===== config.mk =====
export PLATFORM = sky130hd
export DESIGN_NAME = seg_scan_ctrl
export DESIGN_NICKNAME = d
export VERILOG_FILES = /design/src/rtl/seg_scan_ctrl.sv
export SDC_FILE = /design/constraint.sdc
export NUM_CORES = 1
export LEC_CHECK = 0
export CAP_MARGIN = 5
export CORE_ASPECT_RATIO = 1.4
export CORE_MARGIN = 2
export CORE_UTILIZATION = 57
export DETAILED_ROUTE_END_ITERATION = 10
export HOLD_SLACK_MARGIN = 0.12
export PLACE_DENSITY = 0.94
export SLEW_MARGIN = 20
export SYNTH_ARGS = -nofsm -noshare
export SYNTH_HDL_FRONTEND = slang
export SYNTH_SLANG_ARGS = --single-unit
export TNS_END_PERCENT = 20

===== constraint.sdc =====
create_clock -name clk -period 3.35 [get_ports clk]
set_input_delay 0.335 -clock clk [delete_from_list [all_inputs] [get_ports clk]]
set_output_delay 0.335 -clock clk [all_outputs]
set_load 0.005 [all_outputs]

===== src/rtl/seg_scan_ctrl.sv =====
`default_nettype none
// ============================================================================
// Module      : seg_scan_ctrl
// Description : 8-digit common-anode seven-segment scan controller with
//               per-frame shadow registers, digit enable, blink and blanking.
// Revision    : 1.0 - initial release
// ============================================================================
module seg_scan_ctrl #(
    parameter int DIGITS       = 8,
    parameter int SCAN_DIV     = 100000,
    parameter int BLANK_CYC    = 2000,
    parameter int BLINK_FRAMES = 62
) (
    input  logic                  clk,
    input  logic                  rst,
    input  logic [5*DIGITS-1:0]   digit_code,
    input  logic [DIGITS-1:0]     digit_en,
    input  logic [DIGITS-1:0]     blink_en,
    input  logic                  scan_en,
    output logic [4:0]            num,
    output logic [DIGITS-1:0]     an_out,
    output logic                  frame_start
);

    localparam int c_DIV_W = (SCAN_DIV > 1) ? $clog2(SCAN_DIV) : 1;
    localparam int c_IDX_W = (DIGITS > 1) ? $clog2(DIGITS) : 1;
    localparam int c_BLK_W = (BLINK_FRAMES > 1) ? $clog2(BLINK_FRAMES) : 1;

    localparam logic [c_DIV_W-1:0] c_DIV_LAST   = c_DIV_W'(SCAN_DIV - 1);
    localparam logic [c_DIV_W-1:0] c_BLANK      = c_DIV_W'(BLANK_CYC);
    localparam logic [c_IDX_W-1:0] c_IDX_LAST   = c_IDX_W'(DIGITS - 1);
    localparam logic [c_BLK_W-1:0] c_BLK_LAST   = c_BLK_W'(BLINK_FRAMES - 1);
    localparam logic [4:0]         c_CODE_BLANK = 5'd31;

    logic [c_DIV_W-1:0]  r_div_cnt;
    logic [c_IDX_W-1:0]  r_idx;
    logic [c_BLK_W-1:0]  r_blink_cnt;
    logic                r_blink_phase;
    logic [5*DIGITS-1:0] r_code_sh;
    logic [DIGITS-1:0]   r_en_sh;
    logic [DIGITS-1:0]   r_blink_sh;
    logic                r_load_pend;

    logic                w_div_wrap;
    logic                w_frame_bnd;
    logic                w_load;
    logic                w_visible;
    logic [4:0]          w_codes [DIGITS];
    logic [DIGITS-1:0]   w_onehot;
    logic [4:0]          w_code_sel;

    generate
        for (genvar g = 0; g < DIGITS; g++) begin : g_digit
            assign w_codes[g]  = r_code_sh[5*g +: 5];
            assign w_onehot[g] = (r_idx == c_IDX_W'(g));
        end
    endgenerate

    assign w_code_sel  = w_codes[r_idx];
    assign w_div_wrap  = (r_div_cnt == c_DIV_LAST);
    assign w_frame_bnd = scan_en & w_div_wrap & (r_idx == c_IDX_LAST);
    // A pending load (after reset) is taken on the first enabled cycle; it
    // merges with a coincident frame boundary into a single load.
    assign w_load      = scan_en & (w_frame_bnd | r_load_pend);
    assign w_visible   = scan_en & r_en_sh[r_idx]
                       & ~(r_blink_sh[r_idx] & r_blink_phase)
                       & (r_div_cnt >= c_BLANK);

    always_ff @(posedge clk) begin
        if (rst) begin
            r_div_cnt <= '0;
            r_idx     <= '0;
        end else if (scan_en) begin
            if (w_div_wrap) begin
                r_div_cnt <= '0;
                r_idx     <= (r_idx == c_IDX_LAST) ? '0 : r_idx + c_IDX_W'(1);
            end else begin
                r_div_cnt <= r_div_cnt + c_DIV_W'(1);
            end
        end
    end

    always_ff @(posedge clk) begin
        if (rst) begin
            r_blink_cnt   <= '0;
            r_blink_phase <= 1'b0;
        end else if (w_frame_bnd) begin
            if (r_blink_cnt == c_BLK_LAST) begin
                r_blink_cnt   <= '0;
                r_blink_phase <= ~r_blink_phase;
            end else begin
                r_blink_cnt   <= r_blink_cnt + c_BLK_W'(1);
            end
        end
    end

    always_ff @(posedge clk) begin
        if (rst) begin
            r_code_sh   <= {DIGITS{c_CODE_BLANK}};
            r_en_sh     <= '0;
            r_blink_sh  <= '0;
            r_load_pend <= 1'b1;
        end else if (w_load) begin
            r_code_sh   <= digit_code;
            r_en_sh     <= digit_en;
            r_blink_sh  <= blink_en;
            r_load_pend <= 1'b0;
        end
    end

    // Outputs lag the counter state by one cycle.
    always_ff @(posedge clk) begin
        if (rst) begin
            num         <= c_CODE_BLANK;
            an_out      <= '1;
            frame_start <= 1'b0;
        end else begin
            frame_start <= w_load;
            if (w_visible) begin
                num    <= w_code_sel;
                an_out <= ~w_onehot;
            end else begin
                num    <= c_CODE_BLANK;
                an_out <= '1;
            end
        end
    end

endmodule
`default_nettype wire


==> out/results.ini <==
[outcome]
status = complete, no violations

[cts]
cts_tree = built
clk_pin_slew_ns = 0.10
hold_buffers = 0
max-clock-path-buffers = 2
clk-insertion-delay-late_ns = 0.37
cts_root_buffer = clkbuf_8
htreeDepth = 3
cts_resized = 0
cts_sinks = 98
cts_setup_buffers = 0
numCtsBuffers = 9

[yosys]
netlist_instances = 485
synth_cell_types = 45
synth_edf_count = 0
synth_area_per_cell_um2 = 9.29
ys_async_sr_fraction_pct = 0
yosysWarningCount = 0
ys.flop_type = dfxtp_1
synth_top_area_cell = dfxtp_1
seq_area_frac_synth_pct = 43.5
synth.top_cell.area_share_pct = 43.5
syn_area_um2 = 4510
ys_ff_latch = 98
synth_fp_nets = 554
synth_area_leaders = dfxtp_1 (44%), mux2i_1 (12%), nor2_1 (8.0%), mux4_2 (7.0%), nand2_1 (3.7%)

[critical_path]
cp-end-kind = flip-flop
cpMaxStageDelayCell = o31ai_1
cp_common_cell = ha_1
critPathKind = flip-flop to flip-flop
cp.required_ns = 3.57
path_cells = buf_4 -> ha_1 -> ha_1 -> nand2_1 -> o31ai_1 -> a211oi_1
crit_fanout = 18
worst-endpoint-arrival_ns = 2.50
critPathLaunchType = flip-flop
cp_slowest_stage_delay_ns = 0.61

[timing]
timing.final.ws_setup_ns = 1.07
clock.fmax_mhz = 438
tightest_slew_ns = 0.845
relSlewSlack_pct = 43.3
hold_viol = 0
setup_viol = 0
period_needed_ns = 2.28
fin_skew_ns = 0.0158
rsz0062_at_grt = false
slew_violations = 0
finalCritPeriodShare_pct = 68.1
finalSetupTns_ns = 0

[pwr]
finalPower_mw = 2.30
peakVddDrop_uv = 268
p_per_area_nw_per_um2 = 421
switching_share_pct = 22.7
p_comb_share_pct = 9.8
p_int_mw = 1.78
power.switching_uw = 523
p_seq_share_pct = 53.7
clkPwrFrac_pct = 36.5
p_leak_nw = 2.14

[global_routing]
grt_max_degree = 88
grt_usage_pct = 24.2
antenna_found_initial = 0
grt_pass1_wl_mm = 16.4
grt_pass1_vias = 3692
grt_overflow_total = 0

[floorplan]
die_w_um = 79.2
die_area_um2 = 8650
core_um2 = 7700
pin_count = 73
die_h_um = 109
fp-row-count = 38
start_util_pct = 58.5

[finish]
syn_to_final_growth_pct = 21.4
nNetsFinal = 611
finish.utilization_pct = 71.1
diodes = 0
drive_gt1_share_pct = 7.50
most-common-layout-cells = dfxtp_1 (98), nor2_1 (96), clkdlybuf4s50_1 (71)
final_common_cell = dfxtp_1
num-fill-cells = 562
seqCellArea_um2 = 1960
multi_input_area_um2 = 2340

[worst_hold_path]
hold_class = input port to flip-flop

[placement]
io_buffers = 72
finalWeightedCongestion = 0.828
place_ws_ns = 0.768
dp_hpwl_mm = 7.03

[routing]
vias = 3685
ant_nets = 0
wire_per_inst_um = 15.1
drt_first_pass_iters = 4
totalWireLength_mm = 9.74
via_per_inst = 5.70
drcViolationCount = 0
drtIter0Drc = 239

[flow_run]
drv_cap = 0

[layout make-up]
class,instances,share of cell area [%]
clock inverters,6,1.65
inverters,11,0.754
repair buffers,78,14.1
multi-input cells,344,42.8
flip-flops and latches,98,35.8
well taps,100,2.29
clock buffers,10,2.51
[path summary, 6_finish.rpt]
path	startpoint	endpoint	slack, ns	depth (start not counted)
worst min register to register	r_blink_sh[2]	r_blink_sh[2]	0.46	2
worst max-delay path	r_idx[1]	r_blink_cnt[1]	1.07	6
worst max register to register	r_idx[1]	r_blink_cnt[1]	1.07	6
worst min-delay path	rst	frame_start	0.29	3
[per-layer routing]
metal | global-route usage, % | up-vias | share of wire (%) | wire length [um]
met5 | 0 | - | 0 | 0
met3 | 5.46 | 34 | 3.2 | 311
met4 | 12.9 | 0 | 4.1 | 397
met2 | 44.4 | 103 | 54 | 5260
met1 | 25.6 | 1748 | 39 | 3780
li1 | - | 1800 | - | -
[critical path, delay by kind of cell, from the launching register on]
kind / cells / cell delay (ns)
compound gates: 2 / 0.71
fa+ha+maj: 2 / 0.61
buf+inv: 1 / 0.26
flops: 1 / 0.32
simple gates: 1 / 0.24
[power groups by stage]
stage	clock [mW]	combinational [mW]	sequential (mW)
floorplan	0	0.138	1.25
global placement	0	0.218	1.26
detailed placement	0	0.226	1.26
CTS	0.851	0.228	1.24
global route	0.911	0.246	1.24
finish	0.842	0.226	1.24
[through the flow]
step / hold WS, ns / instances / cell area, um2
floorplan: 0.435 / 485 / 4510
global placement: 0.444 / 631 / 5250
detailed placement: 0.454 / 631 / 5250
CTS: 0.276 / 647 / 5470
global route: 0.273 / 647 / 5470
finish: 0.289 / 647 / 5470
[state kept, by name, summed over array words and instances, names as in the netlist]
register       cells
r_load_pend        1
an_out             8
r_en_sh            8
r_idx              3
r_blink_cnt        6
frame_start        1
r_blink_phase      1
r_div_cnt         17
r_code_sh         40
num                5
r_blink_sh         8
[cell usage after synthesis (2+ instances only)]
| library cell | number |
|---|---|
| xnor2_1 | 7 |
| clkbuf_1 | 20 |
| o31ai_1 | 6 |
| and4_1 | 3 |
| a21oi_1 | 16 |
| dfxtp_1 | 98 |
| inv_1 | 10 |
| ha_1 | 10 |
| buf_6 | 5 |
| or3_1 | 6 |
| buf_2 | 5 |
| or4_1 | 6 |
| o211ai_1 | 2 |
| and4b_1 | 2 |
| nor4_1 | 2 |
| xor2_1 | 3 |
| nand2_1 | 44 |
| buf_4 | 2 |
| and2_1 | 2 |
| mux2i_1 | 56 |
| nand3_1 | 15 |
| nor3_1 | 12 |
| nor2_1 | 96 |
| o21ai_0 | 13 |
| mux4_2 | 14 |
| nand4_1 | 9 |
| and2_0 | 2 |
| nand2b_1 | 2 |
[kinds of logic after synthesis]
logic type	synth area share, %
AO/OA/AOI/OAI	6.08
XOR/XNOR	1.94
adder cells (fa/ha/maj)	2.78
buffers and inverters	4.72
flip-flops	43.5
multiplexers	19.7
AND/OR/NAND/NOR	21.3
Note: power is estimated with default switching activity, not from simulation.
